File: src/rtl/quadrature_input_conditioner.sv
// Encoder front end: per-channel synchronizer and glitch filter for A/B/index,
// startup settle timer, and illegal A/B transition detection with error tracking.
module quadrature_input_conditioner #(
  parameter int SYNC_STAGES   = 2,
  parameter int FILTER_CYCLES = 4,
  parameter int ERR_WIDTH     = 16
) (
  input  logic                 clk,
  input  logic                 rst_n,
  input  logic                 rawA,
  input  logic                 rawB,
  input  logic                 rawIdx,
  input  logic                 clearErr,
  output logic                 sigA,
  output logic                 sigB,
  output logic                 sigIdx,
  output logic                 ready,
  output logic                 illegalPulse,
  output logic                 errorSticky,
  output logic [ERR_WIDTH-1:0] errorCount
);

  localparam int CNT_W = (FILTER_CYCLES > 1) ? $clog2(FILTER_CYCLES) : 1;
  localparam logic [CNT_W-1:0] CNT_LAST = CNT_W'(FILTER_CYCLES - 1);
  localparam int SETTLE = SYNC_STAGES + FILTER_CYCLES + 1;
  localparam int SETTLE_W = $clog2(SETTLE);
  localparam logic [SETTLE_W-1:0] SETTLE_LAST = SETTLE_W'(SETTLE - 1);

  // Channel bit order throughout: [0]=A, [1]=B, [2]=index.
  logic [SYNC_STAGES-1:0][2:0] sync_q;
  logic [2:0]                  sync_s;
  logic [2:0]                  filt_q;
  logic [2:0][CNT_W-1:0]       filt_cnt;
  logic [SETTLE_W-1:0]         settle_cnt;
  logic                        prev_a;
  logic                        prev_b;
  logic                        illegal_det;

  // NOTE: the synchronizer chain is a small register array, but it is still
  // reset explicitly so every flop starts from a known value.
  always_ff @(posedge clk or negedge rst_n) begin
    if (!rst_n) begin
      sync_q <= '0;
    end else begin
      // NOTE: non-blocking assignments make each stage take the previous
      // stage's old value, which is what forms the chain.
      sync_q <= {sync_q[SYNC_STAGES-2:0], {rawIdx, rawB, rawA}};
    end
  end

  assign sync_s = sync_q[SYNC_STAGES-1];

  // Output follows the synchronized level only after FILTER_CYCLES consecutive
  // disagreeing samples; any agreeing sample restarts the count.
  always_ff @(posedge clk or negedge rst_n) begin
    if (!rst_n) begin
      filt_q   <= '0;
      filt_cnt <= '0;
    end else begin
      for (int ch = 0; ch < 3; ch++) begin
        if (sync_s[ch] == filt_q[ch]) begin
          filt_cnt[ch] <= '0;
        end else if (filt_cnt[ch] == CNT_LAST) begin
          filt_q[ch]   <= sync_s[ch];
          filt_cnt[ch] <= '0;
        end else begin
          filt_cnt[ch] <= filt_cnt[ch] + 1'b1;
        end
      end
    end
  end

  assign sigA   = filt_q[0];
  assign sigB   = filt_q[1];
  assign sigIdx = filt_q[2];

  always_ff @(posedge clk or negedge rst_n) begin
    if (!rst_n) begin
      settle_cnt <= '0;
      ready      <= 1'b0;
    end else if (!ready) begin
      if (settle_cnt == SETTLE_LAST) begin
        ready <= 1'b1;
      end else begin
        settle_cnt <= settle_cnt + 1'b1;
      end
    end
  end

  // Pre-edge ready masks the startup 00->11 jump, which is seen on the same
  // edge that ready rises.
  assign illegal_det = ready && (sigA != prev_a) && (sigB != prev_b);

  always_ff @(posedge clk or negedge rst_n) begin
    if (!rst_n) begin
      prev_a       <= 1'b0;
      prev_b       <= 1'b0;
      illegalPulse <= 1'b0;
      errorSticky  <= 1'b0;
      errorCount   <= '0;
    end else begin
      prev_a       <= sigA;
      prev_b       <= sigB;
      illegalPulse <= illegal_det;
      if (illegal_det) begin
        errorSticky <= 1'b1;
        if (clearErr) begin
          errorCount <= ERR_WIDTH'(1);
        end else if (errorCount != '1) begin
          errorCount <= errorCount + 1'b1;
        end
      end else if (clearErr) begin
        errorSticky <= 1'b0;
        errorCount  <= '0;
      end
    end
  end

endmodule

File: config.mk
export PLATFORM = sky130hd
export DESIGN_NAME = quadrature_input_conditioner
export DESIGN_NICKNAME = d
export VERILOG_FILES = /design/src/rtl/quadrature_input_conditioner.sv
export SDC_FILE = /design/constraint.sdc
export NUM_CORES = 1
export LEC_CHECK = 0
export ABC_AREA = 1
export ABC_CLOCK_PERIOD_IN_PS = 3800
export BUFFER_PORTS_ARGS = -buffer_cell sky130_fd_sc_hd__buf_2
export CAP_MARGIN = 20
export CORE_MARGIN = 4
export CORE_UTILIZATION = 30
export CTS_BUF_LIST = sky130_fd_sc_hd__clkbuf_8 sky130_fd_sc_hd__clkbuf_16
export DETAILED_ROUTE_END_ITERATION = 12
export GPL_ROUTABILITY_DRIVEN = 0
export GPL_TIMING_DRIVEN = 1
export PLACE_DENSITY = 0.53
export SYNTH_ARGS = -nofsm -noshare
export SYNTH_HDL_FRONTEND = slang
export SYNTH_SLANG_ARGS = --single-unit
File: constraint.sdc
create_clock -name clk -period 3.8 [get_ports clk]
set_clock_uncertainty 0.05 [all_clocks]
set_input_delay 0.19 -clock clk [delete_from_list [all_inputs] [get_ports clk]]
set_output_delay 0.19 -clock clk [all_outputs]
set_load 0.01 [all_outputs]
==> results of run 1 <==
[timing repair]
item / CTS / global route
hold buffers: 4 / 0
endpoints found under the hold margin: 35 / 0
resized for setup: 0 / 0
[final cells by class]
type | count | area share (%)
clock buffers | 6 | 3.427
clock inverters | 2 | 0.6750
inverters | 32 | 5.088
multi-input cells | 155 | 39.04
flip-flops and latches | 39 | 40.50
well taps | 77 | 3.998
repair buffers | 31 | 7.269
[per-stage QoR]
stage	utilization, %	hold WS, ps	std cells	cell area, µm²
global route	37.10	244.7	342	2410
CTS	37.10	211.8	342	2410
finish	37.10	223.0	342	2410
global placement	34.96	248.9	330	2271
floorplan	-	-155.6	227	2043
detailed placement	34.96	251.0	330	2271
[flip-flops by register name (all words and copies together), names as in the netlist]
register	count
errorSticky	1
filt_q	3
errorCount	16
filt_cnt	6
illegalPulse	1
sync_q	3
ready	1
prev_a	1
sync_s	3
prev_b	1
settle_cnt	3
[critical path: cells and delay by family, from the launching register on]
| kind | cells | cell delay, ps |
|---|---|---|
| AND/OR/NAND/NOR | 6 | 770 |
| flip-flops | 1 | 410 |
| adder cells (fa/ha/maj) | 1 | 250 |
[logic make-up after synthesis]
family	share of synthesized area [%]
buf+inv	6.185
fa+ha+maj	3.674
flops	47.77
mux	1.653
simple gates	32.82
xor+xnor	3.001
compound gates	4.899
[metal layers]
metal / vias to the layer above / wire, µm / global-route usage (%)
li1: 793 / - / -
met1: 748 / 2039 / 14.57
met2: 21 / 2049 / 18.65
met3: 7 / 133 / 2.750
met4: 0 / 86 / 5.102
met5: - / 0 / 0
[worst max-delay path by stage]
stage	end	slack (ps)	depth (start not counted)
after floorplan	errorCount[13]	2360	8
after global placement	errorCount[7]	2260	7
after detailed placement	errorCount[7]	2240	7
after CTS	errorCount[7]	2220	7
after global routing	errorCount[7]	2100	7
final	errorCount[14]	2240	7
[power groups by stage]
stage / clock (W) / combinational [W] / sequential [W]
6_report: 0.000302 / 0.000391 / 0.000548
5_1_grt: 0.000332 / 0.000446 / 0.000559
4_1_cts: 0.000320 / 0.000402 / 0.000548
3_5_place_dp: 0 / 0.000397 / 0.000557
3_3_place_gp: 0 / 0.000393 / 0.000553
2_1_floorplan: 0 / 0.000262 / 0.000565
[cell usage after synthesis (all sizes together) (4+ instances only)]
cell type and count:
nand2 68, dfrtp 39, inv 32, nor2 28
nand3 14, nand4 11, o21ai 7, ha 6
nor3 4, xor2 4
==> impl_metrics.ini, run 1 <==
[outcome]
status = complete, no violations

[drt]
first_pass_iters = 5
routed_wl_mm = 4.309
drc = 0
drtAntennaViolNets = 0
vias = 1569
drt_iter0_drc = 75
avgViaCountPerCell = 4.588
wire_per_inst_um = 12.60

[yosys]
synth_area_um2 = 2043
synth_cell_types = 30
synth_edf_count = 0
synth_area_leader_cell = dfrtp_1
syn_avg_cell_area_um2 = 9.001
ys_top_cells_by_area = dfrtp_1 48%, nand2_1 11%, inv_1 5.0%
synth_seq_cells = 39
yosys_most_used_dff = dfrtp_1
yosysTopAreaCellShare_pct = 47.76
yosysWarningCount = 0
syn_nets = 239
syn_inst = 227
ys_seq_area_share_pct = 47.76
async_reset_ff_share_pct = 100.0

[die]
die_w_um = 90.53
ioPinCount = 28
die_area_um2 = 8195
die_height_um = 90.53
fp.coreArea_um2 = 6495
core.rowCount = 29
start_util_pct = 31.46

[grt]
grt_pass1_vias = 1604
grt_max_degree = 40
grt_overflow = 0
grt_antenna_before_repair = 0
grt.total_usage_pct = 11.54
grt_pass1_wl_mm = 7.590

[placement]
pre_cts_slack_ps = 2240
io_buffers = 27
hpwl_mm = 3.117

[power]
fin_total_pwr_w = 0.001241
power_frac_clock_pct = 24.4
p_per_area_nw_per_um2 = 515.2
power_switching_w = 0.0004618
pwr-share-comb_pct = 31.5
p_seq_share_pct = 44.1
ir_drop_uv = 159.7
p_leak_nw = 1.183
p_int_w = 0.0007797
sw_frac_of_total_pct = 37.20

[clock_tree]
cts.clk_slew.worst_paths_ps = 80
clock-sinks = 39
post-cts-setup-buffer-count = 0
clkLatencyLatePin_ps = 300
cts_tree = built
htreeDepth = 2
cts_root_buf = clkbuf_8
numCtsBuffers = 5
clock_path_buffers = 2

[worst_hold_path]
holdPathEnd = errorCount[0]
whs_path_depth = 3
hp-class = in2reg
worstHoldStart = clearErr

[setup_path]
r2r_cells = 7
crit_chain = ha_1 > nand3_4 > nor2_4 > nand3_4 > nand2_4 > nand2_1 > nand2_1
r2r-end = errorCount[14]
crit_type = reg2reg
end_kind = register
slowest_stage = dfrtp_1
required_ps = 3980
worstPathMaxFanout = 9
startpoint = errorCount[1]
cp.arrival_ps = 1750
max_stage_delay_ps = 410
start_kind = register
rrSetupSlack_ps = 2240
rr_startpoint = errorCount[1]

[sta]
fin_crit_sh_pct = 41.10
slew_violations = 0
min_period_ps = 1562
grt_setup_unrepaired = no
fin_tns_setup_ps = 0
timing.slew.headroom_pct = 41.70
setup_viol = 0
hold_viol = 0
worstMarginPinSlew_ps = 874.5
final.setup.worst_slack_ps = 2238
max_freq_mhz = 640.4

[cells_and_area]
multi_input_area_um2 = 940.9
fin_nets = 276
fillCellCount = 662
mostFrequentLayoutCells = 60 x nand2_1, 39 x dfrtp_1, 27 x inv_1, 27 x buf_2, 15 x nor2_1
syn_to_final_growth_pct = 17.94
diodes = 0
regArea_um2 = 975.9
layout_commonest_cell = nand2_1
drive_gt1_share_pct = 27.92

[flow_run]
maxCapViolCount = 0
Note: power is estimated with default switching activity, not from simulation.
==> run 2: changes to the inputs <==
--- a/config.mk
+++ b/config.mk
@@ -6,7 +6,7 @@
 export NUM_CORES = 1
 export LEC_CHECK = 0
 export ABC_AREA = 1
-export ABC_CLOCK_PERIOD_IN_PS = 3800
+export ABC_CLOCK_PERIOD_IN_PS = 1600
 export BUFFER_PORTS_ARGS = -buffer_cell sky130_fd_sc_hd__buf_2
 export CAP_MARGIN = 20
 export CORE_MARGIN = 4
==> constraint.sdc (replaced) <==
create_clock -name clk -period 1.6 [get_ports clk]
set_clock_uncertainty 0.05 [all_clocks]
set_input_delay 0.08 -clock clk [delete_from_list [all_inputs] [get_ports clk]]
set_output_delay 0.08 -clock clk [all_outputs]
set_load 0.01 [all_outputs]
==> run 2 against run 1 <==
- global-route usage decreased by 0.17 points
- largest power group unchanged
- critical endpoint is now errorCount[0]
- hold slack got worse by 110 ps
- first-iteration DRC count decreased by 4.0%
- fmax increased by 1.2%
- highest routed layer unchanged
- critical path type unchanged
- critical path depth unchanged
==> impl_metrics.ini, run 2 (synthesis gave the netlist of run 1 again) <==
[cells_and_area]
fillCellCount = 646
reg.largest.list = errorCount: 16 flops, filt_cnt: 6 flops
syn_to_final_growth_pct = 23.64
diodes = 0
mostFrequentLayoutCells = 60 x nand2_1, 38 x dfrtp_1, 27 x inv_1, 27 x buf_2, 15 x nor2_1
regMostFlops = errorCount
fin_nets = 285
multi_input_area_um2 = 953.4
stdcell_count = 351
largest_reg_flops = 16
drive_gt1_share_pct = 31.02
regArea_um2 = 977.2
stdcell_area_um2 = 2526
layout_commonest_cell = nand2_1

[grt]
grt_antenna_before_repair = 0
grt_pass1_vias = 1533
grt_pass1_wl_mm = 7.562
grt_max_degree = 22
grt_overflow = 0
grt.total_usage_pct = 11.36

[sta]
max_freq_mhz = 648.3
worstMarginPinSlew_ps = 461.5
min_period_ps = 1543
fin_crit_sh_pct = 96.41
timing.slew.headroom_pct = 69.23
hold_viol = 0
setup_viol = 0
slew_violations = 0

[clock_tree]
cts.clk_slew.worst_paths_ps = 80
clkLatencyLatePin_ps = 290
cts_tree = built
clock_path_buffers = 2
htreeDepth = 2
clock-sinks = 39
numCtsBuffers = 5
cts_root_buf = clkbuf_8

[die]
ioPinCount = 28
start_util_pct = 31.46
die_w_um = 90.53
die_area_um2 = 8195
die_height_um = 90.53
core.rowCount = 29
fp.coreArea_um2 = 6495

[drt]
vias = 1608
drt_iter0_drc = 72
drc = 0
routed_wl_mm = 4.389
first_pass_iters = 4
avgViaCountPerCell = 4.581
drtAntennaViolNets = 0
wire_per_inst_um = 12.50

[setup_path]
rrSetupSlack_ps = 60
end_kind = register
crit_chain = nand2_1 > nor2_4 > nand3_2 > nor2_4 > nor2_8 > buf_4 > o21ai_1
max_stage_delay_ps = 440
crit_buf_inv = 1
start_kind = register
crit_path_frequent_cell = nor2_4
slowest_stage = dfrtp_1
cp_top_family = simple AND/OR/NAND/NOR gates
crit_type = reg2reg
cp.arrival_ps = 1720
worstPathMaxFanout = 9
required_ps = 1770

[power]
ir_drop_uv = 437.7
p_leak_nw = 1.243
p_per_area_nw_per_um2 = 1284
fin_total_pwr_w = 0.003244

[placement]
io_buffers = 27
hpwl_mm = 3.296
dpl-instance-area_um2 = 2306
placed_cells = 333

[flow_run]
maxCapViolCount = 0

[worst_hold_path]
hp-class = in2reg

[outcome]
status = complete, no violations
[run 2: cell count changes in the layout (fill, tap and decap cells not counted), sizes merged]
cell,before,now
clkinvlp,1,0
buf,27,36
bufinv,0,1
inv,32,33
clkinv,1,0
[run 2: stage by stage]
step | setup TNS, ps | utilization, % | hold WS (ps) | setup slack [ps]
after global placement | 0 | 35.50 | 16.22 | 79.75
final | 0 | 38.89 | 115.4 | 57.46
after CTS | 0 | 37.99 | 97.20 | 39.85
after floorplan | 0 | - | -265.6 | 157.9
after global routing | -3.916 | 38.89 | 111.7 | -3.814
after detailed placement | 0 | 35.50 | 16.73 | 52.11
[run 2: final timing paths]
check / end / from / cells past startpoint
worst max-delay path: errorCount[0] / errorCount[8] / 7
worst min-delay path: errorCount[3] / clearErr / 4
worst max register to register: errorCount[0] / errorCount[8] / 7
worst min register to register: sync_s[2] / sync_q[2] / 0
max in group asynchronous: filt_cnt[5] / rst_n / 3
min in group asynchronous: settle_cnt[0] / rst_n / 2
[run 2: final cells by class]
type                       count  area share (%)
timing repair buffer          40           10.10
inverter                      32           4.854
sequential                    39           38.68
clock inverter                 2           1.535
clock buffer                   6           3.269
multi-input combinational    155           37.74
tap                           77           3.814
[run 2: where the power goes]
| part | internal, W | total, W | leakage (nW) | switching (W) |
|---|---|---|---|---|
| registers | 0.00117 | 0.00131 | 0.493 | 0.000139 |
| logic | 0.000444 | 0.00105 | 0.688 | 0.000610 |
| clock network | 0.000513 | 0.000882 | 0.0618 | 0.000369 |
[run 2: worst reg2reg max path: stages, from the launching register on]
cell and delay, ps:
dfrtp_1 440, nand2_1 160, nor2_4 230, nand3_2 140, nor2_4 150, nor2_8 70
buf_4 130, o21ai_1 110
[run 2: repair_timing]
item,CTS,global route
resized for setup,0,3
setup buffers,0,6
setup endpoints to repair,0,12
hold buffers,4,0
hold endpoints to repair,21,0
[run 2: layer usage]
metal  wire, µm  vias up  global-route usage (%)  share of wire, %
li1           -      817                       -                 -
met1       2130      761                   15.30                49
met2       2052       24                   17.60                47
met3        129        6                   2.500               2.9
met4         77        0                   4.592               1.8
met5          0        -                       0                 0
==> run 3: changes to the inputs <==
--- a/config.mk
+++ b/config.mk
@@ -10,12 +10,12 @@
 export BUFFER_PORTS_ARGS = -buffer_cell sky130_fd_sc_hd__buf_2
 export CAP_MARGIN = 20
 export CORE_MARGIN = 4
-export CORE_UTILIZATION = 30
+export CORE_UTILIZATION = 28
 export CTS_BUF_LIST = sky130_fd_sc_hd__clkbuf_8 sky130_fd_sc_hd__clkbuf_16
 export DETAILED_ROUTE_END_ITERATION = 12
 export GPL_ROUTABILITY_DRIVEN = 0
 export GPL_TIMING_DRIVEN = 1
-export PLACE_DENSITY = 0.53
+export PLACE_DENSITY = 0.51
 export SYNTH_ARGS = -nofsm -noshare
 export SYNTH_HDL_FRONTEND = slang
 export SYNTH_SLANG_ARGS = --single-unit
==> run 3 against run 2 <==
- clock power grew 3.2%
- critical path depth grew 1
- global-route usage is essentially flat
- utilization shrank 2.2 points
- via count is the same
- critical endpoint is now errorCount[3]
- largest power group unchanged
==> impl_metrics.ini, run 3 (synthesis gave the netlist of run 1 again) <==
[outcome]
status = complete, no violations

[clock_tree]
cts.clk_slew.worst_paths_ps = 80
clock_path_buffers = 2
clkLatencyLatePin_ps = 300
clock-sinks = 39
cts_tree = built
htreeDepth = 2
numCtsBuffers = 5
cts_root_buf = clkbuf_8

[die]
die_height_um = 93.43
die_area_um2 = 8728
ioPinCount = 28
core.rowCount = 30
fp.coreArea_um2 = 6944
die_w_um = 93.43
start_util_pct = 29.42

[power]
p_int_w = 0.002111
power_frac_clock_pct = 27.9
ir_drop_uv = 407.2
p_seq_share_pct = 39.0
power_switching_w = 0.001149
p_leak_nw = 1.237
sw_frac_of_total_pct = 35.24
pwr-share-comb_pct = 33.1
p_per_area_nw_per_um2 = 1279

[worst_hold_path]
hp-class = in2reg
worstHoldStart = clearErr
whs_path_depth = 4
holdPathEnd = errorCount[3]

[cells_and_area]
reg.largest.list = errorCount: 16 flops, filt_cnt: 6 flops
final_util_pct = 36.68
stdcell_area_um2 = 2547
diodes = 0
fin_nets = 285
drive_gt1_share_pct = 32.12
layout_commonest_cell = nand2_1
mostFrequentLayoutCells = 60 x nand2_1, 35 x dfrtp_1, 27 x inv_1, 27 x buf_2, 15 x nor2_1
regMostFlops = errorCount
syn_to_final_growth_pct = 24.68
largest_reg_flops = 16

[drt]
routed_wl_mm = 4.436
drt_iter0_drc = 86
first_pass_iters = 4
drc = 0
avgViaCountPerCell = 4.346
vias = 1608
drtAntennaViolNets = 0
wire_per_inst_um = 11.99

[sta]
fin_crit_sh_pct = 91.36
whs_ps = 91.54
fin_tns_setup_ps = 0
hold_viol = 0
max_freq_mhz = 684.1
min_period_ps = 1462
slew_violations = 0
setup_viol = 0
worstMarginPinSlew_ps = 481.7
timing.slew.headroom_pct = 67.89

[setup_path]
end_kind = register
start_kind = register
r2r_cells = 8
cp.arrival_ps = 1610
worstPathMaxFanout = 5
r2r-end = errorCount[3]
startpoint = errorCount[0]
rr_startpoint = errorCount[0]
crit_path_frequent_cell = nand2_1
max_stage_delay_ps = 400
required_ps = 1740
rrSetupSlack_ps = 140
crit_chain = ha_2 > nand3_4 > inv_2 > nand3_2 > nor2_4 > nor2_8 > nand2_1 > nand2_1
slowest_stage = dfrtp_1
crit_type = reg2reg

[placement]
hpwl_mm = 3.223
io_buffers = 27
dpl-instance-area_um2 = 2345

[grt]
grt_overflow = 0
grt.total_usage_pct = 11.35
grt_max_degree = 21
grt_antenna_before_repair = 0
grt_pass1_vias = 1575
grt_pass1_wl_mm = 7.824

[flow_run]
maxCapViolCount = 0
==> run 3: worst max-delay path by stage <==
stage / slack, ps / endpoint
after floorplan: 160 / errorCount[13]
after global placement: 100 / errorCount[13]
after detailed placement: 60 / errorCount[15]
after CTS: 40 / errorCount[13]
after global routing: -5 / errorCount[13]
final: 140 / errorCount[3]
==> run 3: worst max-delay path: cells and delay by family (launching register included) <==
kind	cells	cell delay [ps]
buffers and inverters	1	90
AND/OR/NAND/NOR	6	580
flip-flops	1	400
adder cells (fa/ha/maj)	1	230
==> run 3: stage by stage <==
stage | worst slack [ps] | cells | total power, W
2_1_floorplan | 157.9 | 227 | 0.001965
3_3_place_gp | 99.40 | 354 | 0.002312
3_5_place_dp | 55.25 | 354 | 0.002315
4_1_cts | 41.18 | 366 | 0.003242
5_1_grt | -4.524 | 370 | 0.003483
6_report | 138.3 | 370 | 0.003259
==> run 3: power by group through the flow <==
stage | clock network, W | logic, W | registers (W)
finish | 0.000910 | 0.00108 | 0.00127
detailed placement | 0 | 0.00102 | 0.00129
CTS | 0.000933 | 0.00104 | 0.00127
global placement | 0 | 0.00103 | 0.00129
global route | 0.000977 | 0.00121 | 0.00130
floorplan | 0 | 0.000622 | 0.00134
==> run 3: repair_timing <==
| action | in CTS | in global routing |
|---|---|---|
| gates resized for setup | 0 | 5 |
| hold endpoints to repair | 22 | 0 |
| hold buffers | 4 | 0 |
| setup buffers | 0 | 3 |
| setup endpoints to repair | 0 | 13 |
==> run 3: routing by layer <==
| layer | part of all wire [%] | vias to the layer above | track usage [%] | wire [µm] |
|---|---|---|---|---|
| met1 | 49 | 755 | 15.85 | 2192 |
| met3 | 3.3 | 6 | 2.574 | 147 |
| met2 | 45 | 23 | 16.74 | 2006 |
| li1 | - | 824 | - | - |
| met4 | 2.0 | 0 | 4.762 | 89 |
| met5 | 0 | - | 0 | 0 |
==> run 3: layout make-up <==
class                      instances  area, µm²
clock buffer                       6      82.58
inverter                          32      122.6
fill                             707       4397
multi-input combinational        156      954.7
timing repair buffer              39      247.7
clock inverter                     2      38.79
tap                               96      120.1
sequential                        39      980.9
